File: src/rtl/cpu_stream_arbiter_pkg.sv
// Shared types and defaults for the cpu stream arbiter.
// Latency: n/a (types and constants only).
// Backpressure: n/a.
package cpu_arb_pkg;

    typedef enum logic [1:0] {
        RUN   = 2'd0,
        DRAIN = 2'd1,
        DONE  = 2'd2
    } arb_state_e;

    localparam int N_CPU_DEF  = 4;
    localparam int DATA_W_DEF = 64;
    localparam int CNT_W_DEF  = 32;

    // Source index width; never collapses to zero bits for small N.
    function automatic int src_w(input int n);
        return (n <= 2) ? 1 : $clog2(n);
    endfunction

endpackage

File: src/rtl/cpu_stream_arbiter_if.sv
// Bundle of producer-side and sink-side signals of the cpu stream arbiter.
// Latency: n/a (wiring only).
// Backpressure: cpu_rdy per source, out_rdy from the sink.
// Ports: cpu_vld/cpu_data/cpu_done/cpu_rdy (producers), out_vld/out_data/out_src/out_rdy (sink),
//        src_cnt/total_cnt/all_done (status). master = arbiter side, slave = environment side.
interface cpu_stream_arbiter_if #(
    parameter int N_CPU  = cpu_arb_pkg::N_CPU_DEF,
    parameter int DATA_W = cpu_arb_pkg::DATA_W_DEF,
    parameter int CNT_W  = cpu_arb_pkg::CNT_W_DEF
);
    import cpu_arb_pkg::*;

    localparam int SRC_W = src_w(N_CPU);

    logic [N_CPU-1:0]             cpu_vld;
    logic [N_CPU-1:0][DATA_W-1:0] cpu_data;
    logic [N_CPU-1:0]             cpu_done;
    logic [N_CPU-1:0]             cpu_rdy;
    logic                         out_vld;
    logic [DATA_W-1:0]            out_data;
    logic [SRC_W-1:0]             out_src;
    logic                         out_rdy;
    logic [N_CPU-1:0][CNT_W-1:0]  src_cnt;
    logic [CNT_W-1:0]             total_cnt;
    logic                         all_done;

    modport master (
        input  cpu_vld, cpu_data, cpu_done, out_rdy,
        output cpu_rdy, out_vld, out_data, out_src, src_cnt, total_cnt, all_done
    );

    modport slave (
        output cpu_vld, cpu_data, cpu_done, out_rdy,
        input  cpu_rdy, out_vld, out_data, out_src, src_cnt, total_cnt, all_done
    );

endinterface

File: src/rtl/cpu_stream_arbiter_rr_pick.sv
// Rotating-priority picker: first requester at or after ptr, wrapping modulo N.
// Latency: purely combinational.
// Backpressure: none; the caller decides whether the pick is used.
// Ports: req[N] requests, ptr highest-priority index; gnt_vld any request, gnt_idx chosen index.
module rr_pick #(
    parameter int N = 4,
    parameter int W = 2
) (
    input  logic [N-1:0] req,
    input  logic [W-1:0] ptr,
    output logic         gnt_vld,
    output logic [W-1:0] gnt_idx
);

    logic [W-1:0] idx;

    // Scan from the farthest candidate to the nearest so the nearest hit is written last.
    always_comb begin
        gnt_vld = 1'b0;
        gnt_idx = '0;
        idx     = '0;
        for (int k = N - 1; k >= 0; k--) begin
            idx = W'((int'(ptr) + k) % N);
            if (req[idx]) begin
                gnt_vld = 1'b1;
                gnt_idx = idx;
            end
        end
    end

endmodule

File: src/rtl/cpu_stream_arbiter.sv
// Round-robin merge of N_CPU producers into one sink through a single output register, with counters and completion flag.
// Latency: 1 cycle from input transfer to out_vld; 1 beat/cycle when the sink is always ready.
// Backpressure: a beat held with out_rdy low blocks every cpu_rdy; no beat is overwritten or dropped.
// Ports: clk, rst_n (async active-low), bus (master modport): producer handshakes, sink handshake, counters, all_done.
module cpu_stream_arbiter
    import cpu_arb_pkg::*;
#(
    parameter int N_CPU  = N_CPU_DEF,
    parameter int DATA_W = DATA_W_DEF,
    parameter int CNT_W  = CNT_W_DEF
) (
    input  logic                  clk,
    input  logic                  rst_n,
    cpu_stream_arbiter_if.master  bus
);

    localparam int SRC_W = src_w(N_CPU);

    logic                         can_accept;
    logic                         in_xfer;
    logic                         out_xfer;
    logic                         gnt_vld;
    logic [SRC_W-1:0]             gnt_idx;
    logic [SRC_W-1:0]             gnt_next;
    logic [N_CPU-1:0]             cpu_rdy_c;

    logic [SRC_W-1:0]             rr_ptr;
    logic                         out_vld_q;
    logic [DATA_W-1:0]            out_data_q;
    logic [SRC_W-1:0]             out_src_q;
    logic [N_CPU-1:0][CNT_W-1:0]  src_cnt_q;
    logic [CNT_W-1:0]             total_cnt_q;
    logic                         all_done_q;
    arb_state_e                   state;

    rr_pick #(.N(N_CPU), .W(SRC_W)) u_pick (
        .req     (bus.cpu_vld),
        .ptr     (rr_ptr),
        .gnt_vld (gnt_vld),
        .gnt_idx (gnt_idx)
    );

    assign can_accept = !out_vld_q || bus.out_rdy;
    assign out_xfer   = out_vld_q && bus.out_rdy;
    assign gnt_next   = (gnt_idx == SRC_W'(N_CPU - 1)) ? '0 : gnt_idx + SRC_W'(1);

    // Ready goes only to the picked source, so any set bit is a transfer.
    // Gating with rst_n keeps cpu_rdy low while reset is held.
    always_comb begin
        cpu_rdy_c = '0;
        if (rst_n && gnt_vld && can_accept && state != DONE) begin
            cpu_rdy_c[gnt_idx] = 1'b1;
        end
    end

    assign in_xfer = |cpu_rdy_c;

    always_ff @(posedge clk or negedge rst_n) begin
        if (!rst_n) begin
            rr_ptr      <= '0;
            out_vld_q   <= 1'b0;
            out_data_q  <= '0;
            out_src_q   <= '0;
            src_cnt_q   <= '0;
            total_cnt_q <= '0;
            all_done_q  <= 1'b0;
            state       <= RUN;
        end else begin
            // A refill in the same cycle as a drain keeps out_vld high.
            if (in_xfer) begin
                out_vld_q          <= 1'b1;
                out_data_q         <= bus.cpu_data[gnt_idx];
                out_src_q          <= gnt_idx;
                src_cnt_q[gnt_idx] <= src_cnt_q[gnt_idx] + CNT_W'(1);
                rr_ptr             <= gnt_next;
            end else if (out_xfer) begin
                out_vld_q <= 1'b0;
            end

            if (out_xfer) begin
                total_cnt_q <= total_cnt_q + CNT_W'(1);
            end

            // cpu_done is only looked at in RUN, so it may drop later without effect.
            case (state)
                RUN: begin
                    if (&bus.cpu_done) state <= DRAIN;
                end
                DRAIN: begin
                    if (!out_vld_q || out_xfer) begin
                        state      <= DONE;
                        all_done_q <= 1'b1;
                    end
                end
                DONE:    ;
                default: state <= RUN;
            endcase
        end
    end

    assign bus.cpu_rdy   = cpu_rdy_c;
    assign bus.out_vld   = out_vld_q;
    assign bus.out_data  = out_data_q;
    assign bus.out_src   = out_src_q;
    assign bus.src_cnt   = src_cnt_q;
    assign bus.total_cnt = total_cnt_q;
    assign bus.all_done  = all_done_q;

    a_rdy_onehot : assert property (@(posedge clk) disable iff (!rst_n) $onehot0(cpu_rdy_c));

    a_hold_stable : assert property (@(posedge clk) disable iff (!rst_n)
        (out_vld_q && !bus.out_rdy) |=> (out_vld_q && $stable(out_data_q) && $stable(out_src_q)));

endmodule

File: src/flat_wrapper.sv
// flat-port wrapper written by rule: the top's interface ports become plain ports
module cpu_stream_arbiter_flat import cpu_arb_pkg::*;
#(
    parameter int N_CPU  = N_CPU_DEF,
    parameter int DATA_W = DATA_W_DEF,
    parameter int CNT_W  = CNT_W_DEF
)
  (clk, rst_n, bus_cpu_vld, bus_cpu_data, bus_cpu_done, bus_out_rdy, bus_cpu_rdy, bus_out_vld, bus_out_data, bus_out_src, bus_src_cnt, bus_total_cnt, bus_all_done);
  cpu_stream_arbiter_if #(.N_CPU(N_CPU), .DATA_W(DATA_W), .CNT_W(CNT_W)) bus_i ();
  input  logic clk;
  input  logic rst_n;
  input wire logic [$bits(bus_i.cpu_vld)-1:0] bus_cpu_vld;
  input wire logic [$bits(bus_i.cpu_data)-1:0] bus_cpu_data;
  input wire logic [$bits(bus_i.cpu_done)-1:0] bus_cpu_done;
  input wire logic [$bits(bus_i.out_rdy)-1:0] bus_out_rdy;
  output wire logic [$bits(bus_i.cpu_rdy)-1:0] bus_cpu_rdy;
  output wire logic [$bits(bus_i.out_vld)-1:0] bus_out_vld;
  output wire logic [$bits(bus_i.out_data)-1:0] bus_out_data;
  output wire logic [$bits(bus_i.out_src)-1:0] bus_out_src;
  output wire logic [$bits(bus_i.src_cnt)-1:0] bus_src_cnt;
  output wire logic [$bits(bus_i.total_cnt)-1:0] bus_total_cnt;
  output wire logic [$bits(bus_i.all_done)-1:0] bus_all_done;
  assign bus_i.cpu_vld = bus_cpu_vld;
  assign bus_i.cpu_data = bus_cpu_data;
  assign bus_i.cpu_done = bus_cpu_done;
  assign bus_i.out_rdy = bus_out_rdy;
  assign bus_cpu_rdy = bus_i.cpu_rdy;
  assign bus_out_vld = bus_i.out_vld;
  assign bus_out_data = bus_i.out_data;
  assign bus_out_src = bus_i.out_src;
  assign bus_src_cnt = bus_i.src_cnt;
  assign bus_total_cnt = bus_i.total_cnt;
  assign bus_all_done = bus_i.all_done;
  cpu_stream_arbiter #(.N_CPU(N_CPU), .DATA_W(DATA_W), .CNT_W(CNT_W)) u_core (.clk(clk), .rst_n(rst_n), .bus(bus_i));
endmodule
File: config.mk
export PLATFORM = sky130hd
export DESIGN_NAME = cpu_stream_arbiter_flat
export DESIGN_NICKNAME = d
export VERILOG_FILES = /design/src/rtl/cpu_stream_arbiter_pkg.sv /design/src/rtl/cpu_stream_arbiter_if.sv /design/src/rtl/cpu_stream_arbiter_rr_pick.sv /design/src/rtl/cpu_stream_arbiter.sv /design/src/flat_wrapper.sv
export SDC_FILE = /design/constraint.sdc
export NUM_CORES = 1
export LEC_CHECK = 0
export CAP_MARGIN = 30
export CORE_AREA = 2 2 193 195
export CTS_BUF_LIST = sky130_fd_sc_hd__clkbuf_8
export CTS_CLUSTER_DIAMETER = 100
export DETAILED_ROUTE_END_ITERATION = 12
export DIE_AREA = 0 0 195 197
export MAX_ROUTING_LAYER = met4
export PLACE_DENSITY = 0.66
export SLEW_MARGIN = 20
export SYNTH_ARGS = -nofsm -noshare
export SYNTH_HDL_FRONTEND = slang
export SYNTH_SLANG_ARGS = --single-unit
File: constraint.sdc
create_clock -name clk -period 6.52 [get_ports clk]
set_input_delay 1.304 -clock clk [delete_from_list [all_inputs] [get_ports clk]]
set_output_delay 1.304 -clock clk [all_outputs]
set_load 0.03 [all_outputs]
==> run metrics, run 1 <==
status complete, no violations; CTS Buf Count 44; Finished Core Util 51.5%; global-route wire length before repair 72,000 um; Reg area 5810 um2; PortBufs 498; via count 12,000; slew margin rel. 37.6%; drt total wl 48,200 um; end of the worst register-to-register path u_core.bus.src_cnt[121]$_DFFE_PN0P_; Clock Path Buffers 3; RSZ-0062 raised after global routing false; number of remaining DRC errors 0; DR iter-0 viols 620; Final Hold Fails 0; total setup buffers inserted after CTS 0; critical-path cell list clkdlybuf4s50_1 -> a21boi_1 -> o32ai_1 -> a21oi_4 -> ha_1 -> nand2_2 -> inv_2 -> clkdlybuf4s50_1; Die X 195 um; setup_tns 0 ps; Reg2Reg Depth 11; FMAX 0.180 GHz; CP Launch Type input port; Post-synth EDFFs 0; Cell Rows 70; Max Cap Viol 0; Crit path required time 5220 ps; kind of critical path in2out; leakage 8.17 nW; Synth Area per Inst 8.42 um2; Yosys cell types 48; CP max stage cell clkdlybuf4s50_1; Tmin final 5550 ps; Setup WS post-layout 974 ps; sequential area share after synthesis 46.9%; core area 36,300 um2; post-cts resize count 0; clock skew 23.7 ps; DR vias/cell 4.93; Hold Crit Class reg2reg; fillers 3,439; clk_lat worst skew 560 ps; hold depth 1; Tcrit/Tclk final 85.1%; Post-Place Worst Slack 796 ps; CP max stage delay 730 ps; Yosys Warn Count 0; Reg2Reg Setup Slack 2180 ps; vias in the first global route 12,000; synthesized area 12,400 um2; Primary FF master, synth dfrtp_1; Synthesized Nets 1,741; H-tree depth 2; GR Util All Layers 25.0%; Pwr Density 339 nW/um2; Routed WL per cell 19.7 um; RR Startpoint u_core.rr_ptr[1]$_DFFE_PN0N_; CP top delay family buffers and inverters; antenna violations before repair 1; Post-Synthesis Cells 1,468; die area 38,400 um2; largest net degree at the start of global routing 137; Tightest Pin Transition 936 ps; hpwl dp 35,700 um; layout cells sized above 1 8.51%; # setup viols final 0; CP most frequent cell clkdlybuf4s50_1; Hold Startpoint u_core.state[1]$_DFFE_PN0P_; CTS root buffer clkbuf_8; DR pass1 iterations 5; Multi-input gate area 6130 um2; Clock Sinks 232; CTS tree built; CP bufs+invs 3; Max Transition Viols Final 0; Initial Util 34.1%; Max FO, Critical Path 20; placer congestion estimate 0.943; CP endpoint kind output port; fin nets 2,211; io pins 499; post-route ant nets 0; hold buffer count at CTS 0; #FFs+latches synth 232; Die H 197 um; hold endpoint u_core.state[0]$_DFFE_PN0P_; total grt overflow 0; async set or reset register ratio after synthesis 100%; Reg clk slew, reported paths 60 ps; Syn-to-layout area delta 51.1%; Max VDD drop 219 uV; crit path DAT 4240 ps
-- worst reg2reg max path, stage by stage (launching register included) --
cell and delay [ps]:
dfrtp_1 460, a21boi_1 190, o32ai_1 140, a21oi_4 650
buf_12 440, mux2i_1 150, mux2_2 340, nor4_4 400
nand4_2 540, nor3_1 440, xor2_1 170, mux2_2 300
-- metal layers --
layer  global-route usage, %  share of wire, %  vias up
met5                       -                 0        -
met4                    9.22               3.7        0
met3                    5.95               7.1       82
met2                    41.5                49      420
met1                    29.8                40     5697
li1                        -                 -     5841
-- placed cells by master (no fill, tap or decap), types with 8 or more instances in the layout --
master and instances:
inv_1 16, nand3_1 74, nand2_1 546, nor3_1 11
xnor2_1 39, nor2_1 19, clkbuf_8 61, clkinv_2 8
mux2_2 46, clkdlybuf4s50_1 497, buf_4 14, o21ai_0 227
nand4_1 10, dfrtp_1 232, xor2_1 22, mux2i_1 69
o21ai_1 9
-- per-stage QoR --
step | cell area [um2] | hold slack [ps] | power (W) | cells
2_1_floorplan | 12400 | 414 | 0.00364 | 1468
5_1_grt | 18700 | 473 | 0.00675 | 2443
4_1_cts | 18700 | 436 | 0.00642 | 2441
6_report | 18700 | 433 | 0.00634 | 2443
3_3_place_gp | 17700 | 423 | 0.00488 | 2359
3_5_place_dp | 17700 | 429 | 0.00490 | 2359
-- cells in the mapped netlist, types with 2 or more instances --
library cell	instances	share of area, %
nor4_2	5	0.51
inv_2	6	0.18
o21ai_1	9	0.36
xnor2_1	39	2.8
ha_1	6	0.61
nand2b_1	4	0.20
buf_2	3	0.12
nand2_1	549	17
o21ai_0	227	9.2
buf_1	12	0.36
dfrtp_1	232	47
and3_1	6	0.30
nor4_4	4	0.69
a21oi_1	3	0.12
xor2_1	22	1.6
nor4b_2	2	0.24
nand4_1	10	0.51
nand3_1	74	3.0
nor3_1	11	0.45
mux2_2	46	4.2
or2_2	3	0.15
nor2_1	19	0.58
mux2i_1	69	5.6
or3_1	2	0.10
buf_6	6	0.55
nor4_1	3	0.15
clkbuf_1	66	2.0
buf_4	3	0.18
or4_1	2	0.12
inv_1	7	0.21
-- cell type report --
type	instances	share of cell area, %
clock buffers	61	4.49
repair buffers	515	27.6
well taps	468	3.13
diodes	1	0.0134
flip-flops and latches	232	31.1
multi-input cells	1131	32.8
inverters	14	0.295
clock inverters	21	0.583
-- registers in the layout (all words and copies together) (netlist names) --
signal                flops
u_core.bus.src_cnt      128
u_core.bus.out_data      64
u_core.bus.out_src        2
u_core.bus.all_done       1
u_core.bus.total_cnt     32
u_core.bus.out_vld        1
u_core.rr_ptr             2
u_core.state              2
-- cells by family after synthesis --
| logic type | Yosys count | synth area share [%] |
|---|---|---|
| AND/OR/NAND/NOR | 703 | 24.3 |
| AO/OA/AOI/OAI | 244 | 10.0 |
| flip-flops | 232 | 46.9 |
| multiplexers | 117 | 10.0 |
| buffers and inverters | 105 | 3.80 |
| XOR/XNOR | 61 | 4.32 |
| adder cells (fa/ha/maj) | 6 | 0.607 |
-- worst max path at each step --
stage / start / slack [ps] / to / cells past startpoint
finish: bus_cpu_vld[1] / 970 / bus_cpu_rdy[3] / 8
global route: bus_cpu_vld[1] / 820 / bus_cpu_rdy[3] / 8
CTS: bus_cpu_vld[1] / 970 / bus_cpu_rdy[3] / 8
detailed placement: bus_cpu_vld[1] / 800 / u_core.bus.src_cnt[121]$_DFFE_PN0P_ / 12
global placement: bus_cpu_vld[1] / 900 / u_core.bus.src_cnt[87]$_DFFE_PN0P_ / 12
floorplan: bus_cpu_vld[1] / 1450 / u_core.bus.out_src[0]$_DFFE_PN0N_ / 17
-- power by group --
group / total, W / switching, W / internal, W
Sequential: 0.00190 / 0.000180 / 0.00172
Clock: 0.00148 / 0.000646 / 0.000838
Combinational: 0.00296 / 0.00188 / 0.00107
Power figures use the tool's default switching activity.
==> run 2: changes to the inputs <==
--- a/config.mk
+++ b/config.mk
@@ -13,6 +13,7 @@
 export DIE_AREA = 0 0 195 197
 export MAX_ROUTING_LAYER = met4
 export PLACE_DENSITY = 0.66
+export RECOVER_POWER = 50
 export SLEW_MARGIN = 20
 export SYNTH_ARGS = -nofsm -noshare
 export SYNTH_HDL_FRONTEND = slang
==> run 2 against run 1 <==
Effect of this change: the flow now finishes with violations (max-capacitance violations, max-slew violations); clock-buffer cell count unchanged; cell count is the same; combinational power decreased by 2%; critical path type unchanged; worst setup slack better by 0.68 ps; largest cell class unchanged; core utilization is 0.097 points lower; sequential power about the same; power decreased by 0.92%; flip-flop and latch count unchanged; clock skew is essentially flat.
==> run metrics, run 2 (synthesis gave the netlist of run 1 again) <==
status finished, violations left; failing checks max-capacitance violations, max-slew violations; Tcrit/Tclk final 85.0% (about the same); Max Cap Viol 3 (+3); DR iter-0 viols 612 (-1.3%); Final Hold Fails 0 (unchanged); CP endpoint kind output port; global-route wire length before repair 72,000 um (unchanged); Die X 195 um (unchanged); Setup WS post-layout 975 ps (+0.677 ps); fin nets 2,211 (unchanged); H-tree depth 2 (unchanged); routed metal-1 wire length 19,300 um (-0.22%); met2 routed WL 23,700 um (+0.15%); post-route ant nets 0 (unchanged); core area 36,300 um2 (unchanged); antenna violations before repair 1 (unchanged); CP most frequent cell clkdlybuf4s50_1; FMAX 0.180 GHz (about the same); CTS Buf Count 44 (unchanged); Reg clk slew, reported paths 60 ps (about the same); vias in the first global route 12,000 (unchanged); total setup buffers inserted after CTS 0 (unchanged); CP max stage cell clkdlybuf4s50_1; hpwl dp 35,700 um (unchanged); met3 WL 3480 um (+1.2%); Post-Place Worst Slack 796 ps (unchanged); Tmin final 5550 ps (-0.677 ps); fin cells 2,443 (unchanged); Crit path required time 5220 ps (about the same); Syn-to-layout area delta 50.8%; slew margin rel. -139% (-180 points); Design Area, Final 18,700 um2 (-0.19%); Routed WL per cell 19.7 um (about the same); drt total wl 48,200 um (about the same); Pwr Density 337 nW/um2 (-0.73%); number of remaining DRC errors 0 (unchanged); total grt overflow 0 (unchanged); post-cts resize count 0 (unchanged); Tightest Pin Transition 3580 ps (+2640 ps); Hold Crit Class reg2reg; most common cell after layout, fill and taps aside nand2_1; setup_tns 0 ps (unchanged); RSZ-0062 raised after global routing false; Max Transition Viols Final 183 (+183); most frequent cells in the layout nand2_1, clkdlybuf4s50_1, dfrtp_1; clock skew 23.5 ps (-0.203 ps); fillers 3,446 (+0.20%); Max Used Layer met4; CP Launch Type input port; Cells after DPL 2,359 (unchanged); via count 12,100 (+0.47%); Cell Rows 70 (unchanged); largest net degree at the start of global routing 137 (unchanged); Clock Path Buffers 3 (unchanged); max reg flops 128 (unchanged); Max FO, Critical Path 20 (unchanged); Initial Util 34.1% (unchanged); critical-path cell list clkdlybuf4s50_1 -> a21boi_1 -> o32ai_1 -> a21oi_4 -> ha_1 -> nand2_2 -> inv_2 -> clkdlybuf4s50_1; Max VDD drop 218 uV (-0.17%); GR Util All Layers 25.0% (unchanged); DR pass1 iterations 7 (+2); Clock Sinks 232 (unchanged); CTS tree built; CP max stage delay 730 ps (about the same); CTS root buffer clkbuf_8; io pins 499 (unchanged); DR vias/cell 4.95 (+0.47%); layout cells sized above 1 8.21% (-0.30 points); PortBufs 498 (unchanged); hold buffer count at CTS 0 (unchanged); Die H 197 um (unchanged); clk_lat worst skew 560 ps (about the same); kind of critical path in2out; # setup viols final 0 (unchanged); Cell Area, Placed 17,700 um2 (unchanged); leakage 8.36 nW (+2.3%); placer congestion estimate 0.943 (unchanged); die area 38,400 um2 (unchanged); crit path DAT 4240 ps (about the same)
run 2: worst paths after layout:
path / from / end / slack (ps) / cells after the start
worst max-delay path: bus_cpu_vld[1] / bus_cpu_rdy[3] / 970 / 8
worst min-delay path: u_core.state[1]$_DFFE_PN0P_ / u_core.state[0]$_DFFE_PN0P_ / 430 / 1
worst max register to register: u_core.rr_ptr[1]$_DFFE_PN0N_ / u_core.bus.src_cnt[121]$_DFFE_PN0P_ / 2170 / 11
worst min register to register: u_core.state[1]$_DFFE_PN0P_ / u_core.state[0]$_DFFE_PN0P_ / 430 / 1
max in group asynchronous: rst_n / u_core.bus.out_data[0]$_DFFE_PN0N_ / 1900 / 3
min in group asynchronous: rst_n / u_core.bus.src_cnt[22]$_DFFE_PN0P_ / 630 / 1
run 2: power by group:
part | total, W | internal [W] | switching [W]
Clock | 0.00149 | 0.000838 | 0.000647
Sequential | 0.00189 | 0.00172 | 0.000174
Combinational | 0.00290 | 0.00102 | 0.00188
Total | 0.00628 | 0.00358 | 0.00270
run 2: stage by stage:
| stage | utilization [%] | power [W] | hold slack, ps |
|---|---|---|---|
| floorplan | - | 0.00364 | 414 |
| global placement | 48.8 | 0.00488 | 423 |
| detailed placement | 48.8 | 0.00490 | 429 |
| CTS | 51.4 | 0.00642 | 436 |
| global route | 51.4 | 0.00669 | 473 |
| finish | 51.4 | 0.00628 | 433 |
run 2: layout make-up:
class                   count  area [um2]  area share, %
multi-input cells        1131        6130           32.8
flip-flops and latches    232        5810           31.1
repair buffers            515        5130           27.5
clock buffers              61         840           4.50
well taps                 468         586           3.14
clock inverters            21         109          0.584
inverters                  14        55.1          0.295
diodes                      1        2.50         0.0134
run 2: critical path, delay by kind of cell:
family                   cells  cell delay (ps)
buffers and inverters        3             1520
adder cells (fa/ha/maj)      1              330
AND/OR/NAND/NOR              1               70
AO/OA/AOI/OAI                3              990
run 2: routing by layer:
layer,up-vias,GRT usage [%]
li1,5850,-
met1,5741,29.8
met2,421,41.5
met3,84,5.95
met4,0,9.22
met5,-,-
